<file path="config.mk">
export PLATFORM = sky130hd
export DESIGN_NAME = seg_scan_driver
export DESIGN_NICKNAME = d
export VERILOG_FILES = /design/src/rtl/seg_pkg.sv /design/src/rtl/seg_hex_decode.sv /design/src/rtl/seg_scan_driver.sv
export SDC_FILE = /design/constraint.sdc
export NUM_CORES = 1
export LEC_CHECK = 0
export ABC_AREA = 1
export BUFFER_PORTS_ARGS = -buffer_cell sky130_fd_sc_hd__buf_2
export CORE_ASPECT_RATIO = 0.6
export CORE_MARGIN = 2
export CORE_UTILIZATION = 63
export CTS_BUF_LIST = sky130_fd_sc_hd__clkbuf_2
export CTS_CLUSTER_DIAMETER = 100
export DETAILED_ROUTE_END_ITERATION = 12
export PLACE_DENSITY = 0.83
export REMOVE_ABC_BUFFERS = 1
export SYNTH_ARGS = -nofsm -noshare
export SYNTH_HDL_FRONTEND = slang
export SYNTH_SLANG_ARGS = --single-unit
</file>
<file path="constraint.sdc">
create_clock -name clk -period 3.2 [get_ports clk]
set_input_delay 0.64 -clock clk [delete_from_list [all_inputs] [get_ports clk]]
set_output_delay 0.64 -clock clk [all_outputs]
set_load 0.01 [all_outputs]
</file>
<file path="src/rtl/seg_pkg.sv">
// seg_pkg: constants shared by the seven-segment scan driver.
// Active-low hex segment ROM (bit0=a), dark pattern, counter width helper.
package seg_pkg;

  localparam logic [6:0] SEG_OFF = 7'h7F;

  localparam logic [15:0][6:0] SEG_ROM = {
    7'h0E, 7'h06, 7'h21, 7'h46,
    7'h03, 7'h08, 7'h10, 7'h00,
    7'h78, 7'h02, 7'h12, 7'h19,
    7'h30, 7'h24, 7'h79, 7'h40
  };

  function automatic int cnt_w(input int n);
    return (n > 1) ? $clog2(n) : 1;
  endfunction

endpackage

</file>
<file path="src/rtl/seg_hex_decode.sv">
// seg_hex_decode: combinational hex nibble to seven-segment lookup.
// Ports: nib (hex digit in), seg (bit0=a, polarity set by ACTIVE_LOW).
module seg_hex_decode
  import seg_pkg::*;
#(
  parameter int ACTIVE_LOW = 1
) (
  input  logic [3:0] nib,
  output logic [6:0] seg
);

  assign seg = (ACTIVE_LOW != 0) ? SEG_ROM[nib] : ~SEG_ROM[nib];

endmodule

</file>
<file path="src/rtl/seg_scan_driver.sv">
// seg_scan_driver: multiplexed N-digit seven-segment driver with staging,
// lz suppression, blink, guard. Ports: *_in/lz_suppress/load in; seg/dp/an/frame_done out.
module seg_scan_driver
  import seg_pkg::*;
#(
  parameter int NUM_DIGITS  = 4,
  parameter int REFRESH_DIV = 50000,
  parameter int GUARD       = 2,
  parameter int BLINK_DIV   = 25000000,
  parameter int ACTIVE_LOW  = 1
) (
  input  logic                    clk,
  input  logic                    rst_n,
  input  logic [4*NUM_DIGITS-1:0] digits_in,
  input  logic [NUM_DIGITS-1:0]   dp_in,
  input  logic [NUM_DIGITS-1:0]   blank_in,
  input  logic [NUM_DIGITS-1:0]   blink_in,
  input  logic                    lz_suppress,
  input  logic                    load,
  output logic [6:0]              seg_out,
  output logic                    dp_out,
  output logic [NUM_DIGITS-1:0]   an_out,
  output logic                    frame_done
);

  localparam int N  = NUM_DIGITS;
  localparam int RW = cnt_w(REFRESH_DIV);
  localparam int IW = cnt_w(N);
  localparam int BW = cnt_w(BLINK_DIV);

  localparam logic       ON   = (ACTIVE_LOW != 0) ? 1'b0 : 1'b1;
  localparam logic [6:0] SOFF = ON ? ~SEG_OFF : SEG_OFF;

  localparam logic [RW-1:0] R_TC = RW'(REFRESH_DIV - 1);
  localparam logic [RW-1:0] R_GD = RW'(GUARD);
  localparam logic [IW-1:0] I_TC = IW'(N - 1);
  localparam logic [BW-1:0] B_TC = BW'(BLINK_DIV - 1);

  logic [RW-1:0] rcnt, rcnt_d;
  logic [IW-1:0] idx, idx_d;
  logic [BW-1:0] bcnt, bcnt_d;
  logic          hide, hide_d;
  logic          slot_end, wrap, bwrap;

  logic [4*N-1:0] act_dig, act_dig_d, stg_dig, stg_dig_d;
  logic [N-1:0]   act_dp, act_dp_d, stg_dp, stg_dp_d;
  logic [N-1:0]   act_bnk, act_bnk_d, stg_bnk, stg_bnk_d;
  logic [N-1:0]   act_blk, act_blk_d, stg_blk, stg_blk_d;
  logic           act_lz, act_lz_d, stg_lz, stg_lz_d;
  logic           pend, pend_d;

  logic [3:0]   nib;
  logic         zeros, sel_z, sel_dp, sel_bnk, sel_blk;
  logic         lz_dark, hard_dark;
  logic [6:0]   dec_seg, seg_d;
  logic         dp_d;
  logic [N-1:0] an_d;

  always_comb begin
    slot_end = (rcnt == R_TC);
    wrap     = slot_end && (idx == I_TC);
    rcnt_d   = slot_end ? '0 : rcnt + 1'b1;
    idx_d    = idx;
    if (slot_end) idx_d = wrap ? '0 : idx + 1'b1;
    bwrap    = (bcnt == B_TC);
    bcnt_d   = bwrap ? '0 : bcnt + 1'b1;
    hide_d   = hide ^ bwrap;
  end

  // Active set only changes on the frame wrap so a frame never tears.
  always_comb begin
    stg_dig_d = stg_dig;
    stg_dp_d  = stg_dp;
    stg_bnk_d = stg_bnk;
    stg_blk_d = stg_blk;
    stg_lz_d  = stg_lz;
    act_dig_d = act_dig;
    act_dp_d  = act_dp;
    act_bnk_d = act_bnk;
    act_blk_d = act_blk;
    act_lz_d  = act_lz;
    pend_d    = pend;
    if (load) begin
      stg_dig_d = digits_in;
      stg_dp_d  = dp_in;
      stg_bnk_d = blank_in;
      stg_blk_d = blink_in;
      stg_lz_d  = lz_suppress;
      pend_d    = 1'b1;
    end
    if (wrap && (load || pend)) begin
      act_dig_d = stg_dig_d;
      act_dp_d  = stg_dp_d;
      act_bnk_d = stg_bnk_d;
      act_blk_d = stg_blk_d;
      act_lz_d  = stg_lz_d;
    end
    if (wrap) pend_d = 1'b0;
  end

  // Outputs are built from next-state so they line up with the counters.
  always_comb begin
    nib     = '0;
    zeros   = 1'b1;
    sel_z   = 1'b0;
    sel_dp  = 1'b0;
    sel_bnk = 1'b0;
    sel_blk = 1'b0;
    for (int i = N - 1; i >= 0; i--) begin
      zeros = zeros & (act_dig_d[4*i +: 4] == 4'd0);
      if (idx_d == IW'(i)) begin
        nib     = act_dig_d[4*i +: 4];
        sel_z   = zeros;
        sel_dp  = act_dp_d[i];
        sel_bnk = act_bnk_d[i];
        sel_blk = act_blk_d[i];
      end
    end
  end

  seg_hex_decode #(
    .ACTIVE_LOW(ACTIVE_LOW)
  ) u_dec (
    .nib(nib),
    .seg(dec_seg)
  );

  always_comb begin
    lz_dark   = act_lz_d & sel_z & (idx_d != '0);
    hard_dark = sel_bnk | (sel_blk & hide_d);
    seg_d     = (hard_dark | lz_dark) ? SOFF : dec_seg;
    dp_d      = (sel_dp & ~hard_dark) ? ON : ~ON;
    for (int i = 0; i < N; i++) begin
      an_d[i] = ((idx_d == IW'(i)) && (rcnt_d >= R_GD)) ? ON : ~ON;
    end
  end

  always_ff @(posedge clk or negedge rst_n) begin
    if (!rst_n) begin
      rcnt       <= '0;
      idx        <= '0;
      bcnt       <= '0;
      hide       <= 1'b0;
      stg_dig    <= '0;
      stg_dp     <= '0;
      stg_bnk    <= '1;
      stg_blk    <= '0;
      stg_lz     <= 1'b0;
      act_dig    <= '0;
      act_dp     <= '0;
      act_bnk    <= '1;
      act_blk    <= '0;
      act_lz     <= 1'b0;
      pend       <= 1'b0;
      seg_out    <= SOFF;
      dp_out     <= ~ON;
      an_out     <= {N{~ON}};
      frame_done <= 1'b0;
    end else begin
      rcnt       <= rcnt_d;
      idx        <= idx_d;
      bcnt       <= bcnt_d;
      hide       <= hide_d;
      stg_dig    <= stg_dig_d;
      stg_dp     <= stg_dp_d;
      stg_bnk    <= stg_bnk_d;
      stg_blk    <= stg_blk_d;
      stg_lz     <= stg_lz_d;
      act_dig    <= act_dig_d;
      act_dp     <= act_dp_d;
      act_bnk    <= act_bnk_d;
      act_blk    <= act_blk_d;
      act_lz     <= act_lz_d;
      pend       <= pend_d;
      seg_out    <= seg_d;
      dp_out     <= dp_d;
      an_out     <= an_d;
      frame_done <= wrap;
    end
  end

endmodule

</file>
-- After elaboration in Yosys (flattened, before gate mapping)
Memory sizes are Yosys's and may differ from the RTL's.
Cells that the tools add are included.
- multiplexer cells: 43
- magnitude comparators: 2
- reductions and logical operators: 14
- add/subtract/negate cells: 3
- bitwise operators: 11
- equality and inequality tests: 6
- operators with widths (kind ; count):
    $mux W16 ; 3
    $mux W4 ; 10
    $add A25 B1 Y25 const B ; 1
    $eq A25 B25 Y1 const B ; 1
    $mux W1 ; 25
    $mux W25 ; 1
    $add A16 B1 Y16 const B ; 1
    $eq A16 B16 Y1 const B ; 1
    $ge A16 B2 Y1 const B ; 1
    $logic_not A4 Y1 ; 4
    $mux W7 ; 2
    $and A1 B1 Y1 ; 7
    $eq A2 B2 Y1 const B ; 3
    $logic_and A1 B1 Y1 ; 6
    $lt A4 B5 Y1 const B ; 1
    $mux W2 ; 2
    $reduce_bool A2 Y1 ; 2
    $add A2 B1 Y2 const B ; 1
    $eq A2 B1 Y1 const B ; 1
    $logic_not A2 Y1 ; 1
    $or A1 B1 Y1 ; 2
    $logic_or A1 B1 Y1 ; 1
    $not A1 Y1 ; 1
    $xor A1 B1 Y1 ; 1
- logic and storage cells: 99
- input bits: 32
- memories: 1
- flip-flop bits (word level): 116
- output and inout bits: 13
- bits in read-only memories: 112
- memories (memory ; depth ; bits a word ; rd ports ; clocked after Yosys merged registers in ; wr ports ; line ; text):
    (no name shown) ; 16 ; 7 ; 1 ; 0 ; 0 ; seg_hex_decode.sv:12 ; assign seg = (ACTIVE_LOW != 0) ? SEG_ROM[nib] : ~SEG_ROM[nib];

-- Longest topological paths before layout
- depth in word-level cells: 14
- gate-level depth with buffers: 18
- gate-level depth less buffers: 18

-- Modules after synthesis
Synthesis repeated with hierarchy kept, for this count alone.
- cells, all modules: 741
- area total of the unflattened synthesis: 5920.7 µm²
- modules (own cells, without submodules) (module ; times used ; cells an instance ; area each (µm²) ; seq. area each (µm²)):
    seg_scan_driver ; 1 ; 692 ; 5646.7 ; 2927.8
    seg_hex_decode ; 1 ; 49 ; 274.0 ; 0.0

-- Worst setup path before layout
OpenSTA, ideal clock, no wires.
- path type: input to register
- from: input load
- to: register seg_out[0]
- required time: 3.113 ns
- stages: 14
- setup time: 0.087 ns
- path buffers: 1
- slack: 0.946 ns
- data arrival time: 2.167 ns
- cells stage by stage: inv_1 > clkbuf_1 > or2_2 > o21ai_0 > nand2_1 > o21ai_0 > nor2_1 > nor2_4 > inv_1 > ha_1 > inv_1 > nand3_1 > nand3_1 > nand3_1
- longest elaborated chain between the ends: 12
- elaborated cells on any way between the ends: 41
- those cells by class: mux: 26; bitwise: 8; reduce/logical: 6; memory: 1
- ends and longest elaborated chain (item ; line ; text):
    from (decl) ; seg_scan_driver.sv:19 ; input logic load,
    parallel branches: the longest is 11 deep, another holds $mem_v2 Z16 W7 ; -- ;
    $mux W7 * ; seg_scan_driver.sv:131 ; seg_d = (hard_dark | lz_dark) ? SOFF : dec_seg;
    via seg_d[0] ; seg_scan_driver.sv:55 ; logic [6:0] dec_seg, seg_d;
    to (signal assigned) ; seg_scan_driver.sv:175 ; seg_out <= seg_d;
    to (decl) ; seg_scan_driver.sv:20 ; output logic [6:0] seg_out,
Mark *: on every way through the listed nets, which the timed path passes. The select of a mux whose other input is x is not followed.
A chain may end at the register's enable or synchronous reset.

-- Final worst setup path
- from: register idx[0]
- to: register seg_out[3]
- longest elaborated chain between the ends: 13
- elaborated cells on any way between the ends: 46
- those cells by class: add/sub: 1; eq/ne: 4; mux: 24; bitwise: 8; reduce/logical: 8; memory: 1
- ends and longest elaborated chain (item ; line ; text):
    from (decl) ; seg_scan_driver.sv:40 ; logic [IW-1:0] idx, idx_d;
    from (signal assigned) ; seg_scan_driver.sv:161 ; idx <= idx_d;
    $eq A2 B2 Y1 * ; seg_scan_driver.sv:61 ; wrap = slot_end && (idx == I_TC);
    $logic_and A1 B1 Y1 * ; seg_scan_driver.sv:61 ;
    $logic_and A1 B1 Y1 * ; seg_scan_driver.sv:91 ; if (wrap && (load || pend)) begin
    $mux W16 * ; seg_scan_driver.sv:91 ;
    via act_dig_d[9] ; seg_scan_driver.sv:45 ; logic [4*N-1:0] act_dig, act_dig_d, stg_dig, stg_dig_d;
    $logic_not A4 Y1 ; seg_scan_driver.sv:110 ; zeros = zeros & (act_dig_d[4*i +: 4] == 4'd0);
    $and A1 B1 Y1 ; seg_scan_driver.sv:110 ;
    $mux W1 or $and A1 B1 Y1 (tied branches) (2 in a row) ; seg_scan_driver.sv:111, seg_scan_driver.sv:110 ;
    $mux W1 ; seg_scan_driver.sv:111 ; if (idx_d == IW'(i)) begin
    $and A1 B1 Y1 (2 in a row) ; seg_scan_driver.sv:129 ; lz_dark = act_lz_d & sel_z & (idx_d != '0);
    $or A1 B1 Y1 ; seg_scan_driver.sv:131 ;
    $mux W7 * ; seg_scan_driver.sv:131 ;
    via seg_d[3] ; seg_scan_driver.sv:55 ;
Mark *: on every way through the listed nets, which the timed path passes. The rest lies on a longest branch. The select of a mux whose other input is x is not followed.

==> key figures <==
Route
  • DR iter-0 viols: 438
  • WL/cell: 15.3 um
  • Routed Antenna Nets: 0
  • Drt first pass iters: 5
  • DRT Wirelength: 14.7 mm
  • Vias per std cell: 5.44
  • Vias after detailed routing: 5,216
  • DR DRC count: 0

Layout
  • Non-Filler Instances: 959
  • Area of the multi-input gates: 2650 um2
  • Most frequent cells in the layout: 225 x nand2_1, 110 x inv_1, 96 x dfrtp_1
  • Fillers: 730
  • Layout cells sized above 1: 21.0%
  • Register area: 2930 um2
  • Area Growth Syn to Fin: 10.9%
  • Leading cell type in the layout, fill and taps excluded: nand2_1
  • Nets: 856
  • Diode count: 0

Yosys
  • Number of synthesized flops with an enable pin: 0
  • Register area share after synthesis: 48.0%
  • Post-synthesis register bit count: 116
  • Syn avg cell area: 8.06 um2
  • Multiplexer share of the synthesized area: 0.984%
  • Adder-Cell Fraction of Synth Area: 1.64%
  • Post-Synth Simple-Gate Area: 35.6%
  • Post-synth top area share: 39.4%
  • Synthesized area: 6100 um2
  • Synthesis warning total: 0
  • Synth area leaders: dfrtp_1 39%, nand2_1 14%, dfstp_2 8.6%, inv_1 6.8%, nand3_1 3.7%
  • Netlist cell types: 37
  • Synth Instances: 757
  • Most area-hungry cell type in the Yosys netlist: dfrtp_1
  • Synth Area in XOR/XNOR: 1.29%
  • Largest family of logic cells by synthesized area: simple AND/OR/NAND/NOR gates
  • Fraction of registers with async set/reset: 100%
  • Top FF cell, synth: dfrtp_1
  • Post-synthesis compound-gate area fraction: 3.86%

STA
  • Max_slew headroom: 41.1%
  • Max-slew violations: 0
  • Fin. Hold Viols: 0
  • Setup violations, final: 0
  • Unrepaired setup endpoints after global routing: false
  • Final clock skew: 23.6 ps
  • FMAX: 345 MHz
  • Min cycle time layout: 2900 ps
  • Sum Neg Setup Slack: 0 ps
  • Period utilization: 90.6%
  • Slew @ Worst Pin: 883 ps

GRT
  • Largest net degree at the start of global routing: 71
  • First-pass GRT wire length: 24.3 mm
  • Initial antenna violation count: 0
  • Tot GR Track Use: 30.6%
  • Grt total ovfl: 0
  • Number of global-route vias before repair: 5,019

Placement
  • I/O Buffers: 44
  • Final Wtd Congestion: 0.944
  • Post-DP HPWL: 11.2 mm
  • Placed insts: 927

Clocking
  • CTS H-tree lvls: 4
  • Number of buffers created by CTS: 17
  • CTS tree: yes
  • Worst-path clk slew: 170 ps
  • Worst-Skew Late Latency: 660 ps
  • CTS Hold Bufs: 0
  • Setup Buffers After CTS: 0
  • # clock sinks: 116
  • Clk root buf: clkbuf_2
  • Maximum clock path buffer count: 2
  • CTS resizes: 0

Floorplanning
  • Die Footprint: 10,500 um2
  • Core area: 9290 um2
  • Starting Density: 65.7%
  • Die X: 131 um
  • # IOs: 45
  • Die H: 80.2 um
  • # rows: 27

Hold path
  • Min-Delay Path Class: input pin to asynchronous set/reset pin

Setup path
  • Crit end category: flop
  • Max Fanout on Critical Path: 26
  • Crit-path cells: ha_1 > nand4_4 > nand2_2 > nand2_1 > nand2_1 > nand3_2 > nor2_4 > inv_1 > ha_1 > nand2_2 > nand2_1 > nand2_1 > nand3_1
  • Slack of the worst reg-to-reg path: 300 ps
  • Critical Path RT: 3800 ps
  • Slowest-stage cell, CP: ha_1
  • Worst EP arrival: 3500 ps
  • Critical Path Start Type: flop
  • Worst R2R Path Depth: 13
  • FF-to-FF End: seg_out[3]
  • CP most frequent cell: nand2_1
  • Reg-to-Reg Start: idx[0]
  • Crit Path Category: flop to flop
  • Worst path max stage delay: 600 ps

Pwr
  • Pwr dens: 408 nW/um2
  • Pleak: 3.71 nW
  • Max rail drop VDD: 0.263 mV

Flow run
  • Max-Cap Viols: 0

Run status
  • Status: completed
-- synthesized netlist by cell type (all sizes together), types with 4 or more instances --
cell type	instances
nor3	18
nand3	50
a21oi	12
clkbuf	4
ha	8
a31oi	5
nor2	78
xor2	9
or2	7
nand4	25
inv	116
nand2	253
clkinv	4
nor4	7
dfstp	20
o21ai	24
buf	9
mux2i	6
dfrtp	96
-- logic make-up (layout without fill, tap and decap cells) --
| logic type | count (synthesis) | in the layout |
|---|---|---|
| muxes | 6 | 6 |
| buffers and inverters | 133 | 205 |
| DFF | 116 | 116 |
| xor gates and xnor gates | 9 | 9 |
| adders and majority gates | 8 | 8 |
| AOI/OAI and AO/OA | 43 | 43 |
| and+or+nand+nor | 442 | 442 |
-- through the flow --
stage	utilization [%]	total power, mW	worst slack [ps]	hold WS [ps]	area (um2)
after floorplan	-	1.58	535	344	6030
after global placement	69.8	1.65	313	452	6480
after detailed placement	69.8	1.66	216	456	6480
after CTS	72.8	2.77	360	47.9	6770
after global routing	72.8	2.85	72.2	64.7	6770
final	72.8	2.76	299	41.7	6770
-- area by class of cell --
| type | count | area share [%] |
|---|---|---|
| clock buffers | 19 | 1.41 |
| clock inverters | 13 | 2.77 |
| inverters | 120 | 6.73 |
| multi-input cells | 508 | 39.1 |
| flip-flops and latches | 116 | 43.3 |
| well taps | 130 | 2.40 |
| repair buffers | 53 | 4.29 |
-- where the power goes --
part,switching (mW),internal (mW)
Sequential,0.00942,1.50
Combinational,0.0811,0.0376
Clock,0.542,0.584
Total,0.632,2.13
-- flip-flops by register name, summed over array words and instances, names as in the netlist, 4 cells and up --
| signal | flops |
|---|---|
| rcnt | 16 |
| bcnt | 25 |
| stg_bnk | 4 |
| act_bnk | 4 |
| act_dp | 4 |
| act_blk | 4 |
| an_out | 4 |
| act_dig | 16 |
| stg_dp | 4 |
| stg_blk | 4 |
| seg_out | 7 |
| stg_dig | 16 |
-- critical path: cells and delay by family (launching register included) --
kind          cells  cell delay (ps)
simple gates     10             1490
buf+inv           1              100
fa+ha+maj         2              830
flops             1              400
-- how the worst max path moves through the flow --
stage	from	end	slack, ps	cells past startpoint
final	idx[0]	seg_out[3]	300	13
after global routing	idx[1]	seg_out[6]	70	13
after CTS	rcnt[0]	seg_out[6]	360	15
after detailed placement	load	seg_out[3]	220	15
after global placement	load	seg_out[5]	310	17
after floorplan	load	seg_out[0]	530	14
-- layer usage --
layer,global-route usage [%],up-vias,part of all wire [%],wire (um)
li1,-,2501,-,-
met1,46.0,2445,49,7170
met2,43.8,255,42,6120
met3,8.13,15,8.5,1250
met4,7.55,0,0.85,124
met5,0,-,0,0
No activity file was read; power rests on OpenSTA's default activity.
